--- config.mk ---
export PLATFORM = sky130hd
export DESIGN_NAME = seq_muldiv
export DESIGN_NICKNAME = d
export VERILOG_FILES = /design/src/rtl/seq_muldiv.sv
export SDC_FILE = /design/constraint.sdc
export NUM_CORES = 1
export LEC_CHECK = 0
export ABC_AREA = 1
export CAP_MARGIN = 40
export CORE_ASPECT_RATIO = 0.7
export CORE_MARGIN = 4
export CORE_UTILIZATION = 45
export CTS_CLUSTER_DIAMETER = 120
export DETAILED_ROUTE_END_ITERATION = 10
export DONT_BUFFER_PORTS = 1
export GPL_TIMING_DRIVEN = 1
export PLACE_DENSITY_LB_ADDON = 0.08
export SLEW_MARGIN = 20
export SYNTH_ARGS = -nofsm -noshare
export SYNTH_HDL_FRONTEND = slang
export SYNTH_SLANG_ARGS = --single-unit
--- constraint.sdc ---
create_clock -name clk -period 11.7 [get_ports clk]
set_clock_uncertainty 0.15 [all_clocks]
set_input_delay 1.755 -clock clk [delete_from_list [all_inputs] [get_ports clk]]
set_output_delay 1.755 -clock clk [all_outputs]
set_load 0.01 [all_outputs]
--- src/rtl/seq_muldiv.sv ---
// Sequential multiply/divide unit.
// Radix-2 shift-add multiply and restoring divide, one bit per cycle, on operand magnitudes.
// The result sign is applied afterwards in a single fix-up cycle.
module seq_muldiv #(
  parameter int unsigned WIDTH = 32
) (
  input  logic             clk,
  input  logic             reset,
  input  logic             start,
  input  logic [1:0]       op,
  input  logic [WIDTH-1:0] a,
  input  logic [WIDTH-1:0] b,
  output logic [WIDTH-1:0] hi,
  output logic [WIDTH-1:0] lo,
  output logic             busy,
  output logic             done,
  output logic             div_zero
);

  localparam int unsigned CW = $clog2(WIDTH) + 1;
  localparam logic [CW-1:0] LastIter = CW'(WIDTH - 1);

  localparam logic [2:0] StIdle = 3'd0;
  localparam logic [2:0] StPrep = 3'd1;
  localparam logic [2:0] StRun  = 3'd2;
  localparam logic [2:0] StFix  = 3'd3;
  localparam logic [2:0] StDone = 3'd4;

  logic [2:0]       state_q, state_d;
  logic [1:0]       op_q;
  logic [WIDTH-1:0] a_q, b_q;
  logic [CW-1:0]    cnt_q;
  logic             neg_q;      // sign of product / quotient
  logic             neg_rem_q;  // sign of remainder (follows dividend)
  logic [WIDTH-1:0] bmag_q;     // multiplicand or divisor magnitude
  logic [WIDTH-1:0] phi_q;      // partial product upper half / running remainder
  logic [WIDTH-1:0] plo_q;      // multiplier bits / dividend bits shifting into quotient

  logic             is_div, is_signed, a_neg, b_neg, b_zero, accept;
  logic [WIDTH-1:0] a_mag, b_mag;
  logic [WIDTH:0]   msum;
  logic [WIDTH:0]   shifted;
  logic             ge;
  logic [WIDTH-1:0] dsub;
  logic [WIDTH-1:0] step_hi, step_lo;
  logic [2*WIDTH-1:0] prod_fix;
  logic [WIDTH-1:0] res_hi, res_lo;

  // Operand decode, per-iteration step and final sign correction.
  always_comb begin
    is_div    = op_q[1];
    is_signed = ~op_q[0];
    a_neg     = is_signed & a_q[WIDTH-1];
    b_neg     = is_signed & b_q[WIDTH-1];
    a_mag     = a_neg ? -a_q : a_q;
    b_mag     = b_neg ? -b_q : b_q;
    b_zero    = (b_q == '0);
    accept    = (state_q == StIdle) && start;

    // Multiply: add multiplicand when the current multiplier bit is set, then shift right.
    msum      = {1'b0, phi_q} + (plo_q[0] ? {1'b0, bmag_q} : '0);
    // Divide: shift in the next dividend bit and subtract when it fits.
    shifted   = {phi_q, plo_q[WIDTH-1]};
    ge        = (shifted >= {1'b0, bmag_q});
    dsub      = shifted[WIDTH-1:0] - bmag_q;

    if (is_div) begin
      step_hi = ge ? dsub : shifted[WIDTH-1:0];
      step_lo = {plo_q[WIDTH-2:0], ge};
    end else begin
      {step_hi, step_lo} = {msum, plo_q[WIDTH-1:1]};
    end

    prod_fix = neg_q ? -{phi_q, plo_q} : {phi_q, plo_q};
    if (is_div) begin
      res_hi = neg_rem_q ? -phi_q : phi_q;
      res_lo = neg_q ? -plo_q : plo_q;
    end else begin
      {res_hi, res_lo} = prod_fix;
    end
  end

  // Next-state logic.
  always_comb begin
    state_d = state_q;
    case (state_q)
      StIdle:  if (start) state_d = StPrep;
      StPrep:  state_d = (is_div && b_zero) ? StDone : StRun;
      StRun:   if (cnt_q == LastIter) state_d = StFix;
      StFix:   state_d = StDone;
      StDone:  state_d = StIdle;
      default: state_d = StIdle;
    endcase
  end

  // State register.
  always_ff @(posedge clk or posedge reset) begin
    if (reset) state_q <= StIdle;
    else       state_q <= state_d;
  end

  // Operand capture; only an accepted start updates these.
  always_ff @(posedge clk or posedge reset) begin
    if (reset) begin
      op_q <= '0;
      a_q  <= '0;
      b_q  <= '0;
    end else if (accept) begin
      op_q <= op;
      a_q  <= a;
      b_q  <= b;
    end
  end

  // Iterative datapath: magnitude setup in PREP, one bit per RUN cycle.
  always_ff @(posedge clk or posedge reset) begin
    if (reset) begin
      cnt_q     <= '0;
      neg_q     <= 1'b0;
      neg_rem_q <= 1'b0;
      bmag_q    <= '0;
      phi_q     <= '0;
      plo_q     <= '0;
    end else if (state_q == StPrep) begin
      cnt_q     <= '0;
      neg_q     <= a_neg ^ b_neg;
      neg_rem_q <= a_neg;
      bmag_q    <= b_mag;
      phi_q     <= '0;
      plo_q     <= a_mag;
    end else if (state_q == StRun) begin
      cnt_q <= cnt_q + 1'b1;
      phi_q <= step_hi;
      plo_q <= step_lo;
    end
  end

  // Result registers change only on entry to DONE; div_zero clears on an accepted start.
  always_ff @(posedge clk or posedge reset) begin
    if (reset) begin
      hi       <= '0;
      lo       <= '0;
      div_zero <= 1'b0;
    end else if (accept) begin
      div_zero <= 1'b0;
    end else if (state_q == StPrep && is_div && b_zero) begin
      hi       <= a_q;
      lo       <= '1;
      div_zero <= 1'b1;
    end else if (state_q == StFix) begin
      hi <= res_hi;
      lo <= res_lo;
    end
  end

  assign busy = (state_q == StPrep) || (state_q == StRun) || (state_q == StFix);
  assign done = (state_q == StDone);

endmodule

==> flow_metrics.env <==
export IMPL_worstReg2RegStart="op_q[1]$_DFFE_PP0P_"
export IMPL_finalMaxSlewViolations=0
export IMPL_clk_latency_ns=0.58
export IMPL_nets=3194
export IMPL_outcome="complete, no violations"
export IMPL_setup_viol=0
export IMPL_r2r_end="hi[4]$_DFFE_PP0P_"
export IMPL_power_density_nw_per_um2=348
export IMPL_yosysWarnings=0
export IMPL_post_cts_buffers=0
export IMPL_hold_path_depth=1
export IMPL_post_cts_resized=0
export IMPL_die_h_um=182
export IMPL_end_kind="primary output"
export IMPL_wl_per_cell_um=22.9
export IMPL_grt_pass1_vias=19000
export IMPL_routed_wl_um=83000
export IMPL_synthXorXnorAreaFrac=0.0441
export IMPL_grtUsageMet3=0.160
export IMPL_fp_dieArea_um2=46700
export IMPL_ant_nets=0
export IMPL_cts_tree="built"
export IMPL_synth_largest_area_cell="dfrtp_1"
export IMPL_critical_path_required_ns=9.80
export IMPL_async_flop_share=1.00
export IMPL_worstMarginPinSlew_ns=0.822
export IMPL_synth_compound_area_frac=0.131
export IMPL_postCtsHoldBufs=0
export IMPL_relSlewSlack=0.450
export IMPL_grt_ovfl_total=0
export IMPL_min_period_ns=4.43
export IMPL_hp_start="cnt_q[5]$_DFFE_PP0P_"
export IMPL_viasPerCell=5.72
export IMPL_crit_arrival_ns=2.53
export IMPL_fill_cells=4531
export IMPL_dp_hpwl_um=65300
export IMPL_yosysTopAreaCellShare=0.306
export IMPL_worstPathMaxFanout=52
export IMPL_hold_path_end="cnt_q[5]$_DFFE_PP0P_"
export IMPL_row_count=63
export IMPL_synth_adder_area_share=0.0464
export IMPL_fmax_mhz=226
export IMPL_regToRegSetupSlack_ns=7.45
export IMPL_synth_edf_count=0
export IMPL_grt_use_total=0.347
export IMPL_clkTransAtPathRegs_ns=0.06
export IMPL_startpoint_type="flop"
export IMPL_vias=20700
export IMPL_hold_violations=0
export IMPL_maxCapViolCount=0
export IMPL_cts_sinks=238
export IMPL_area_growth_synth_to_final_pct=7.76
export IMPL_diodes=0
export IMPL_regArea_um2=5960
export IMPL_multi_input_area_um2=11600
export IMPL_pin_count=136
export IMPL_antenna_found_initial=3
export IMPL_synthMuxAreaShare=0
export IMPL_clockBufferDepth=3
export IMPL_core_area_um2=42600
export IMPL_die_x_um=257
export IMPL_clock_tree_root_cell="clkbuf_16"
export IMPL_synth_simple_gate_area_frac=0.373
export IMPL_place_port_buffers=0
export IMPL_cts_max_level=1
export IMPL_p_leak_nw=10.4
export IMPL_syn_area_um2=19500
export IMPL_ff2ff_path_depth=11
export IMPL_rsz0062_at_grt="false"
export IMPL_path_class="flop to primary output"
export IMPL_synth_cell_types=52
export IMPL_drt_pass1_iter_count=7
export IMPL_ir_worst_vdd_mv=0.216
export IMPL_final_common_cell="nand2_1"
export IMPL_synth_seq_cells=238
export IMPL_hold_path_class="flop to flop"
export IMPL_synth_nets=3242
export IMPL_gp_congestion=1.04
export IMPL_avgSynthCellArea_um2=6.28
export IMPL_synth_cells=3102
export IMPL_grt_pass1_wl_um=122000
export IMPL_finalSetupTns_ns=0
export IMPL_grt_busiest_layer="met1"
export IMPL_fin_crit_sh=0.379
export IMPL_synth_top_family_by_area="simple AND/OR/NAND/NOR gates"
export IMPL_synth_seq_area_share=0.306
export IMPL_drt_iter0_drc=2420
export IMPL_synthFlopType="dfrtp_1"
export IMPL_drcViolationCount=0
export IMPL_grt_max_degree=114
export IMPL_hold_worst_slack_ns=0.307
export IMPL_final_cell_mix="nand2_1, nor2_1, inv_1"
export IMPL_use_met2=0.433
export IMPL_drive_above_1_share=0.0404
export IMPL_synthTopCellsByArea="dfrtp_1, nand2_1, nor2_1"
export IMPL_initial_core_util=0.457
export IMPL_cts_made_buffers=26
export IMPL_use_met1=0.530
## cell type report
class / count / area share
Clock buffer: 36 / 0.0361
Clock inverter: 11 / 0.0101
Inverter: 396 / 0.0713
Multi-Input combinational cell: 2364 / 0.552
Sequential cell: 238 / 0.284
Tap cell: 552 / 0.0329
Timing Repair Buffer: 28 / 0.0134
## per-stage QoR
step,instances,utilization,power [mW],cell area (µm²),worst slack [ns]
4_1_cts,3622,0.491,7.13,20900,7.28
6_report,3625,0.493,7.31,21000,7.27
2_1_floorplan,3102,-,4.60,19500,3.26
5_1_grt,3625,0.493,7.82,21000,7.11
3_3_place_gp,3569,0.467,6.13,19900,7.74
3_5_place_dp,3575,0.468,6.17,19900,7.64
## kinds of logic (layout without fill, tap and decap cells)
group	after synthesis	in the layout
simple gates	1736	1736
buf+inv	500	471
compound gates	459	459
flops	238	238
xor+xnor	98	98
fa+ha+maj	71	71
## layer usage
layer	part of all wire	up-vias
met5	0.00022	-
met4	0.025	2
met3	0.16	110
met2	0.36	1120
met1	0.46	9664
li1	-	9845
## sequential cells by signal (all words and copies together), names as in the netlist
| signal | flops |
|---|---|
| a_q | 32 |
| b_q | 32 |
| bmag_q | 32 |
| hi | 32 |
| lo | 32 |
| phi_q | 32 |
| plo_q | 32 |
| cnt_q | 6 |
| state_q | 3 |
| op_q | 2 |
| div_zero | 1 |
| neg_q | 1 |
| neg_rem_q | 1 |
## power breakdown
| part | switching, mW | leakage [nW] | total [mW] | internal, mW |
|---|---|---|---|---|
| Clock | 0.374 | 0.477 | 0.940 | 0.566 |
| Combinational | 3.15 | 7.11 | 4.47 | 1.32 |
| Sequential | 0.694 | 2.82 | 1.90 | 1.20 |
| Total | 4.21 | 10.4 | 7.31 | 3.09 |
## worst max-delay path by stage
| stage | slack, ns | from | endpoint | cells past startpoint |
|---|---|---|---|---|
| 2_1_floorplan | 3.26 | reset | a_q[0]$_DFFE_PP0P_ | 1 |
| 6_report | 7.27 | state_q[2]$_DFFE_PP0P_ | busy | 9 |
| 3_3_place_gp | 7.74 | op_q[1]$_DFFE_PP0P_ | hi[13]$_DFFE_PP0P_ | 11 |
| 3_5_place_dp | 7.64 | op_q[1]$_DFFE_PP0P_ | hi[4]$_DFFE_PP0P_ | 11 |
| 4_1_cts | 7.28 | state_q[2]$_DFFE_PP0P_ | busy | 9 |
| 5_1_grt | 7.11 | state_q[2]$_DFFE_PP0P_ | busy | 9 |
## worst max-delay path, stage by stage (launching register included)
cell     delay [ns]
dfrtp_1        0.37
inv_1          0.07
nand2_1        0.10
nor2_4         0.09
buf_4          0.51
inv_2          0.07
nand2_1        0.09
buf_4          0.40
inv_2          0.08
nand2_1        0.13
## synth_stat cells, types with 2 or more instances
| library cell | instances |
|---|---|
| nand2_1 | 975 |
| nor2_1 | 397 |
| inv_1 | 384 |
| dfrtp_1 | 238 |
| nand3_1 | 219 |
| o21ai_0 | 178 |
| a21oi_1 | 149 |
| xor2_1 | 80 |
| clkbuf_1 | 73 |
| ha_1 | 69 |
| a31oi_1 | 64 |
| nand4_1 | 47 |
| nor3_1 | 26 |
| o211ai_1 | 25 |
| nand3b_1 | 23 |
| xnor2_1 | 18 |
| buf_2 | 15 |
| a22oi_1 | 12 |
| o21bai_1 | 12 |
| nor2_2 | 11 |
| buf_1 | 8 |
| or2_2 | 8 |
| inv_2 | 7 |
| o31ai_1 | 6 |
| buf_6 | 5 |
| nor2_4 | 5 |
| and2_1 | 4 |
| clkinv_1 | 4 |
| nand2_2 | 4 |
| nor3_2 | 4 |
| buf_4 | 3 |
| nor4_1 | 3 |
| o21a_1 | 3 |
| o21ai_1 | 3 |
| a21o_1 | 2 |
| fa_1 | 2 |
(Power assumes the default switching activity.)
